File: config.mk
export PLATFORM = sky130hd
export DESIGN_NAME = botoes_condicionador_flat
export DESIGN_NICKNAME = d
export VERILOG_FILES = /design/src/rtl/botoes_condicionador_if.sv /design/src/rtl/botoes_condicionador.sv /design/src/flat_wrapper.sv
export SDC_FILE = /design/constraint.sdc
export NUM_CORES = 1
export LEC_CHECK = 0
export CORE_MARGIN = 1.5
export CORE_UTILIZATION = 55
export DETAILED_ROUTE_END_ITERATION = 7
export GPL_TIMING_DRIVEN = 0
export PLACE_DENSITY_LB_ADDON = 0.12
export SETUP_SLACK_MARGIN = 0.5
export SLEW_MARGIN = 20
export SYNTH_ARGS = -nofsm -noshare
export SYNTH_HDL_FRONTEND = slang
export SYNTH_SLANG_ARGS = --single-unit
File: constraint.sdc
create_clock -name clk -period 2.2 [get_ports clk]
set_input_delay 0.22 -clock clk [delete_from_list [all_inputs] [get_ports clk]]
set_output_delay 0.22 -clock clk [all_outputs]
set_load 0.05 [all_outputs]
File: src/rtl/botoes_condicionador_if.sv
// Signal bundle between the game UC / button pins and the button conditioner.
interface botoes_condicionador_if;
   logic [7:0] botoes_raw;
   logic       habilita;
   logic       limpar;
   logic [7:0] pulsos;
   logic       pendente;
   logic [7:0] db_estavel;

   modport master (
      output botoes_raw, habilita, limpar,
      input  pulsos, pendente, db_estavel
   );

   modport slave (
      input  botoes_raw, habilita, limpar,
      output pulsos, pendente, db_estavel
   );
endinterface

File: src/rtl/botoes_condicionador.sv
// Push-button conditioner: sync, debounce, press edge, pending queue and one-hot issue.
// Defining CONTADOR_JOGADAS_EN adds the contagem_jogadas move counter output.
module botoes_condicionador #(
   parameter int DEBOUNCE_CYCLES   = 50000,
   parameter bit BOTAO_ATIVO_BAIXO = 1'b1
) (
   input  logic                  clk,
   input  logic                  rst,
   botoes_condicionador_if.slave bus
`ifdef CONTADOR_JOGADAS_EN
   ,
   output logic [7:0]            contagem_jogadas
`endif
);
   localparam int CW = $clog2(DEBOUNCE_CYCLES + 1);
   localparam logic [CW-1:0] LIMITE = CW'(DEBOUNCE_CYCLES - 1);

   logic [7:0]    nivel;
   logic [7:0]    sync1;
   logic [7:0]    sync2;
   logic [7:0]    estavel;
   logic [7:0]    estavel_d;
   logic [7:0]    pend;
   logic [7:0]    pulsos_q;
   logic [7:0]    press;
   logic [7:0]    menor;
   logic [7:0]    servido;
   logic [CW-1:0] cnt [8];

   assign nivel = BOTAO_ATIVO_BAIXO ? ~bus.botoes_raw : bus.botoes_raw;

   always_ff @(posedge clk or negedge rst) begin
      if (!rst) begin
         sync1 <= '0;
         sync2 <= '0;
      end else begin
         sync1 <= nivel;
         sync2 <= sync1;
      end
   end

   // The stable level only moves after sync has disagreed for DEBOUNCE_CYCLES consecutive edges.
   always_ff @(posedge clk or negedge rst) begin
      if (!rst) begin
         estavel   <= '0;
         estavel_d <= '0;
         for (int i = 0; i < 8; i++) begin
            cnt[i] <= '0;
         end
      end else begin
         estavel_d <= estavel;
         for (int i = 0; i < 8; i++) begin
            if (sync2[i] == estavel[i]) begin
               cnt[i] <= '0;
            end else if (cnt[i] == LIMITE) begin
               estavel[i] <= sync2[i];
               cnt[i]     <= '0;
            end else begin
               cnt[i] <= cnt[i] + CW'(1);
            end
         end
      end
   end

   assign press   = estavel & ~estavel_d;
   // Two's-complement trick isolates the lowest pending index.
   assign menor   = pend & (~pend + 8'd1);
   assign servido = bus.habilita ? menor : 8'd0;

   // Clearing beats setting; a fresh press of the bit being served keeps it pending.
   always_ff @(posedge clk or negedge rst) begin
      if (!rst) begin
         pend     <= '0;
         pulsos_q <= '0;
      end else begin
         pulsos_q <= servido;
         if (bus.limpar || !bus.habilita) begin
            pend <= '0;
         end else begin
            pend <= (pend & ~servido) | press;
         end
      end
   end

   assign bus.pulsos     = pulsos_q;
   assign bus.pendente   = |pend;
   assign bus.db_estavel = estavel;

`ifdef CONTADOR_JOGADAS_EN
   always_ff @(posedge clk or negedge rst) begin
      if (!rst) begin
         contagem_jogadas <= '0;
      end else if (bus.limpar) begin
         contagem_jogadas <= '0;
      end else if (pulsos_q != 8'd0) begin
         contagem_jogadas <= contagem_jogadas + 8'd1;
      end
   end
`endif

endmodule

File: src/flat_wrapper.sv
// flat-port wrapper written by rule: the top's interface ports become plain ports
module botoes_condicionador_flat 
#(
   parameter int DEBOUNCE_CYCLES   = 50000,
   parameter bit BOTAO_ATIVO_BAIXO = 1'b1
)
  (clk, rst, bus_botoes_raw, bus_habilita, bus_limpar, bus_pulsos, bus_pendente, bus_db_estavel);
  botoes_condicionador_if bus_i ();
  input  logic clk;
  input  logic rst;
  input wire logic [$bits(bus_i.botoes_raw)-1:0] bus_botoes_raw;
  input wire logic [$bits(bus_i.habilita)-1:0] bus_habilita;
  input wire logic [$bits(bus_i.limpar)-1:0] bus_limpar;
  output wire logic [$bits(bus_i.pulsos)-1:0] bus_pulsos;
  output wire logic [$bits(bus_i.pendente)-1:0] bus_pendente;
  output wire logic [$bits(bus_i.db_estavel)-1:0] bus_db_estavel;
  assign bus_i.botoes_raw = bus_botoes_raw;
  assign bus_i.habilita = bus_habilita;
  assign bus_i.limpar = bus_limpar;
  assign bus_pulsos = bus_i.pulsos;
  assign bus_pendente = bus_i.pendente;
  assign bus_db_estavel = bus_i.db_estavel;
  botoes_condicionador #(.DEBOUNCE_CYCLES(DEBOUNCE_CYCLES), .BOTAO_ATIVO_BAIXO(BOTAO_ATIVO_BAIXO)) u_core (.clk(clk), .rst(rst), .bus(bus_i));
endmodule
==> impl_metrics.csv, run 1 <==
group,metric,value,unit
placement,dp_hpwl,9350,µm
global_routing,antenna_found_initial,0,
routing,dr.pass1.iters,4,
worst_setup_path,timing.rr.start,"u_core.cnt[37]$_DFF_PN0_",
power,switchingPower,1.46,mW
placement,io_buffer_count,28,
clocking,clk_pin_slew,0.07,ns
run,cap_viol_max_count,0,
yosys,synth-seq-cells,176,
placement,place_ws,0.223,ns
power,seqPwrFrac,0.507,
sta,finalMaxSlewViolations,0,
yosys,syn_nets,774,
worst_setup_path,cp-startpoint,"u_core.cnt[37]$_DFF_PN0_",
worst_setup_path,start_kind,"flip-flop",
worst_setup_path,worstSetupEndpoint,"u_core.cnt[39]$_DFF_PN0_",
worst_setup_path,path_class,"flip-flop to flip-flop",
worst_setup_path,r2r_cells,7,
die,dieArea,0.0151,mm²
yosys,synth_edf_count,0,
yosys,synthArstFlopShare,1.00,
die,rows,43,
clocking,insertion_delay,0.43,ns
worst_setup_path,crit_path_max_fanout,5,
final_layout,diodes,0,
worst_setup_path,cp-end-kind,"flip-flop",
final_layout,final_cell_mix,"165 x dfrtp_1, 128 x nor2_1, 93 x xnor2_1, 40 x nand3_1, 35 x inv_1",
placement,gp_congestion,0.833,
sta,final.hold.worst_slack,0.255,ns
power,comb_power_share,0.040,
worst_setup_path,cpMaxStageDelayCell,"dfrtp_2",
routing,ant_nets,0,
power,clockPowerShare,0.453,
yosys,synthCells,754,
clocking,cts_sinks,176,
yosys,ys_warn_count,0,
worst_setup_path,slowest_delay,0.43,ns
clocking,cts_buffers,17,
sta,setup_slack,0.445,ns
die,die_y,123,µm
yosys,syn_area,0.00790,mm²
worst_setup_path,cp.depth,7,
yosys,syn_area_per_cell,10.5,µm²
die,die_w,123,µm
clocking,clockBufferDepth,2,
sta,setup_viol,0,
worst_setup_path,crit_top_cell,"buf_6",
yosys,yosysSeqAreaShare,0.558,
clocking,h-tree-depth,4,
routing,avgRoutedWirePerCell,14.6,µm
sta,period_share,0.798,
worst_setup_path,path_cells,"nor4_4 > nand3_2 > buf_6 > o41ai_4 > buf_4 > buf_6 > nor2_1",
clocking,cts_tree,"built",
yosys,synth.distinct_cells,39,
die,ios,29,
worst_setup_path,r2r_slack,0.44,ns
clocking,root_buffer,"clkbuf_16",
global_routing,grt_pass1_vias,5313,
sta,fin_crit,1.76,ns
final_layout,final_common_cell,"dfrtp_1",
routing,vias,5581,
power,cellPowerDensity,686,mW/mm²
sta,worst_pin_slew,0.658,ns
global_routing,grt_pass1_wl,24700,µm
yosys,synthFlopType,"dfrtp_1",
worst_setup_path,critical_path_buf_inv_count,3,
sta,hold_violations,0,
worst_setup_path,cp.required,2.52,ns
global_routing,overflow,0,
sta,relSlewSlack,0.562,
power,internal_power,5.12,mW
final_layout,area_growth,21.4,%
power,leakage,4.02,nW
die,core_area,0.0139,mm²
worst_setup_path,crit_family,"simple AND/OR/NAND/NOR gates",
final_layout,drive_gt1_frac,0.170,
sta,finClkSkew,0.00956,ns
final_layout,fin_nets,852,
sta,rsz0062_at_grt,"yes",
power,p_sw_frac,0.221,
power,total_power,6.58,mW
worst_setup_path,crit_arrival,2.08,ns
routing,via_per_inst,5.44,
routing,routed_wl,14900,µm
power,ir_drop,570,µV
routing,drt_iter0_markers,342,
worst_setup_path,reg2reg_to,"u_core.cnt[39]$_DFF_PN0_",
global_routing,grt_max_degree,92,
global_routing,grt_use_total,0.209,
hold_path,hold_class,"input pin to flip-flop",
die,start_util,0.567,
sta,maxClockFrequency,570,MHz
routing,drc,0,
outcome,status,"complete, no violations",
worst reg2reg max path, stage by stage, from the launching register on:
cell     delay [ns]
dfrtp_2        0.43
nor4_4         0.32
nand3_2        0.16
buf_6          0.15
o41ai_4        0.22
buf_4          0.19
buf_6          0.12
nor2_1         0.05
synth_stat cells (4+ instances only):
library cell / instances / area share
a21oi_1: 11 / 0.0070
nand4_1: 34 / 0.027
nand2_1: 33 / 0.016
dfrtp_1: 176 / 0.56
xnor2_1: 93 / 0.10
buf_4: 4 / 0.0038
nand3_1: 44 / 0.028
xor2_1: 23 / 0.026
nor4b_1: 7 / 0.0078
mux2_1: 6 / 0.0086
ha_1: 8 / 0.013
nor4bb_1: 7 / 0.0089
nor3_1: 31 / 0.020
nor4_1: 32 / 0.025
inv_1: 35 / 0.017
nand2b_1: 5 / 0.0040
clkbuf_1: 6 / 0.0029
nor2_1: 147 / 0.070
and3_1: 12 / 0.0095
per-layer routing:
metal | vias to the layer above | routed length [µm] | track usage | part of all wire
met5 | - | 0 | 0 | 0
met4 | 0 | 200 | 0.0756 | 0.013
met3 | 14 | 378 | 0.0562 | 0.025
met2 | 62 | 7280 | 0.328 | 0.49
met1 | 2766 | 7060 | 0.279 | 0.47
li1 | 2739 | - | - | -
registers in the layout (all words and copies together) (netlist names):
| name | count |
|---|---|
| u_core.sync1 | 8 |
| u_core.bus.pulsos | 8 |
| u_core.sync2 | 8 |
| u_core.estavel_d | 8 |
| u_core.cnt | 128 |
| u_core.pend | 8 |
| u_core.bus.db_estavel | 8 |
power groups by stage:
stage                     logic [mW]  registers, mW  clock network [mW]
final                          0.261           3.33                2.98
after global routing           0.297           3.34                3.20
after CTS                      0.237           3.33                3.02
after detailed placement       0.218           3.39                   0
after global placement         0.207           3.39                   0
after floorplan                0.103           3.38                   0
final cells by class:
class	count	area [µm²]
buffer	10	100
clock buffer	19	453
clock inverter	13	135
fill	1028	4350
inverter	35	131
multi-input combinational	533	3590
sequential	176	4420
tap	180	225
timing repair buffer	59	531
how the worst min path moves through the flow:
| stage | startpoint | slack, ns | cells after the start | endpoint |
|---|---|---|---|---|
| 4_1_cts | bus_botoes_raw[1] | 0.24 | 2 | u_core.sync1[1]$_DFF_PN0_ |
| 6_report | bus_botoes_raw[4] | 0.26 | 2 | u_core.sync1[4]$_DFF_PN0_ |
| 5_1_grt | bus_botoes_raw[1] | 0.25 | 2 | u_core.sync1[1]$_DFF_PN0_ |
| 2_1_floorplan | rst | -0.08 | 0 | u_core.bus.db_estavel[0]$_DFFE_PN0P_ |
| 3_3_place_gp | u_core.sync1[0]$_DFF_PN0_ | 0.33 | 0 | u_core.sync2[0]$_DFF_PN0_ |
| 3_5_place_dp | rst | 0.26 | 1 | u_core.cnt[11]$_DFF_PN0_ |
stage by stage:
stage	cells	TNS, ns	utilization	instance area, µm²
2_1_floorplan	754	0	-	7900
3_3_place_gp	962	-1062.36	0.603	8400
3_5_place_dp	963	0	0.605	8440
4_1_cts	1008	0	0.663	9230
5_1_grt	1025	0	0.688	9590
6_report	1025	0	0.688	9590
kinds of logic (layout without fill, tap and decap cells):
kind of cell,Yosys count,after routing,share of synthesized area
muxes,8,8,0.0114
DFF,176,176,0.558
buffers and inverters,45,136,0.0233
adders and majority gates,8,8,0.0127
and+or+nand+nor,379,379,0.242
xor gates and xnor gates,116,116,0.129
AOI/OAI and AO/OA,22,22,0.0244
timing repair:
| action | CTS | global route |
|---|---|---|
| pin swaps | 19 | 28 |
| cloned | 1 | 1 |
| setup endpoints to repair | 121 | 119 |
| buffers inserted | 11 | 16 |
| hold buffers | 1 | 0 |
| endpoints found under the hold margin | 85 | 0 |
| resized for setup | 57 | 72 |
Note: power is estimated with default switching activity, not from simulation.
==> inputs of run 2 (changes only) <==
==> constraint.sdc (replaced) <==
create_clock -name clk -period 1.7 [get_ports clk]
set_input_delay 0.17 -clock clk [delete_from_list [all_inputs] [get_ports clk]]
set_output_delay 0.17 -clock clk [all_outputs]
set_load 0.05 [all_outputs]
==> impl_metrics.csv, run 2 (synthesis results as in run 1) <==
group,metric,value,unit
outcome,status,"complete, but fails checks",
outcome,violations,"hold timing, setup timing",
sta,hold_violations,86,
hold_path,hold_class,"input pin to async pin",
routing,vias,6453,
clocking,cts_tree,"built",
sta,maxClockFrequency,547,MHz
final_layout,multi_input_comb_area,0.00455,mm²
clocking,cts_buffers,17,
clocking,clockBufferDepth,2,
clocking,cts_sinks,176,
final_layout,drive_gt1_frac,0.438,
worst_setup_path,path_class,"flip-flop to flip-flop",
routing,routed_wl,21300,µm
routing,ant_nets,0,
die,core_area,0.0139,mm²
global_routing,grt_max_degree,91,
global_routing,overflow,0,
worst_setup_path,reg2reg_to,"u_core.cnt[46]$_DFF_PN0_",
routing,via_per_inst,5.75,
die,ios,29,
final_layout,largest_register_ffs,128,
clocking,clk_pin_slew,0.07,ns
clocking,h-tree-depth,4,
power,leakage,4.56,nW
worst_setup_path,timing.rr.start,"u_core.cnt[37]$_DFF_PN0_",
global_routing,grt_pass1_vias,6249,
final_layout,finalNonFillerCells,1122,
global_routing,antenna_found_initial,0,
worst_setup_path,cp-end-kind,"flip-flop",
final_layout,largest_register,"u_core.cnt",
placement,dpl_cell_area,0.00860,mm²
sta,rsz0062_at_grt,"yes",
power,ir_drop,1060,µV
sta,tns,-0.533,ns
die,rows,43,
worst_setup_path,cp.required,2.02,ns
worst_setup_path,cp-startpoint,"u_core.cnt[37]$_DFF_PN0_",
sta,worst_pin_slew,0.671,ns
die,start_util,0.567,
sta,setup_viol,17,
global_routing,grt_use_total,0.257,
sta,setup_slack,-0.129,ns
routing,avgRoutedWirePerCell,19.0,µm
worst_setup_path,crit_path_max_fanout,8,
final_layout,postLayoutCellArea,0.0115,mm²
final_layout,final_common_cell,"dfrtp_1",
clocking,insertion_delay,0.43,ns
sta,finalMaxSlewViolations,0,
power,total_power,9.07,mW
sta,finClkSkew,0.0121,ns
final_layout,area_growth,45.8,%
placement,place_ws,-0.110,ns
final_layout,final_cell_mix,"150 x dfrtp_1, 111 x buf_4, 92 x xnor2_1, 63 x nor2_4, 48 x nor2_1",
placement,gp_congestion,0.864,
routing,dr.pass1.iters,5,
routing,drc,0,
worst_setup_path,r2r_slack,-0.13,ns
clocking,root_buffer,"clkbuf_16",
routing,drt_iter0_markers,446,
worst_setup_path,crit_arrival,2.15,ns
die,die_y,123,µm
placement,dp_cells,963,
sta,fin_crit,1.83,ns
final_layout,fillers,703,
placement,io_buffer_count,28,
run,cap_viol_max_count,0,
global_routing,grt_pass1_wl,30200,µm
power,cellPowerDensity,787,mW/mm²
final_layout,diodes,0,
die,die_w,123,µm
placement,dp_hpwl,9780,µm
sta,period_share,1.08,
sta,final.hold.worst_slack,-0.252,ns
final_layout,final_util,0.826,
worst_setup_path,r2r_cells,5,
worst_setup_path,start_kind,"flip-flop",
sta,relSlewSlack,0.553,
final_layout,fin_nets,950,
final_layout,seqCellArea,0.00444,mm²
die,dieArea,0.0151,mm²
## run 2: cell count changes in the layout (fill, tap and decap cells not counted), moves of 11 or more
cell and delta:
buf_4 +86, buf_6 +15, buf_8 +15, dfrtp_1 -15, dfrtp_2 +15, dlygate4sd2_1 -11
nor2_1 -80, nor2_2 +25, nor2_4 +55, nor4_1 -14, nor4_2 +11
## run 2: how the worst max path moves through the flow
stage               slack (ns)  cells past startpoint                                   end
floorplan                 0.04                      6              u_core.cnt[30]$_DFF_PN0_
global placement         -6.50                      1             u_core.cnt[107]$_DFF_PN0_
detailed placement       -0.11                      5              u_core.pend[7]$_DFF_PN0_
CTS                      -0.08                      5  u_core.bus.db_estavel[6]$_DFFE_PN0P_
global route             -0.18                      5              u_core.cnt[46]$_DFF_PN0_
finish                   -0.13                      5              u_core.cnt[46]$_DFF_PN0_
## run 2: repair_timing
item / CTS / global route
setup buffers: 76 / 44
setup endpoints to repair: 164 / 162
resized for setup: 289 / 159
hold endpoints to repair: 86 / 86
gates cloned: 8 / 0
pin swaps: 60 / 43
## run 2: worst max-delay path, cell delays in order (launching register included)
cell and delay, ns:
dfrtp_1 0.41, buf_4 0.16, nand4_1 0.36, nor4_1 0.53
xnor2_1 0.20, nor2_2 0.07
## run 2: area by class of cell
type / instances / share of cell area
Buffer: 10 / 0.0127
Timing Repair Buffer: 157 / 0.122
Tap cell: 180 / 0.0196
Clock inverter: 8 / 0.0133
Multi-Input combinational cell: 533 / 0.395
Clock buffer: 23 / 0.0415
Sequential cell: 176 / 0.385
Inverter: 35 / 0.0114
## run 2: power breakdown
group | switching (mW) | leakage, nW | internal [mW]
Sequential | 0.0741 | 2.36 | 4.25
Combinational | 0.312 | 1.90 | 0.238
Clock | 1.61 | 0.300 | 2.58
Total | 2.00 | 4.56 | 7.07
## run 2: per-layer routing
layer | track usage | routed length, µm | vias to the layer above
met3 | 0.0599 | 931 | 54
met4 | 0.0959 | 568 | 0
met5 | 0 | 0 | -
met2 | 0.430 | 11300 | 201
met1 | 0.327 | 8480 | 3268
li1 | - | - | 2930
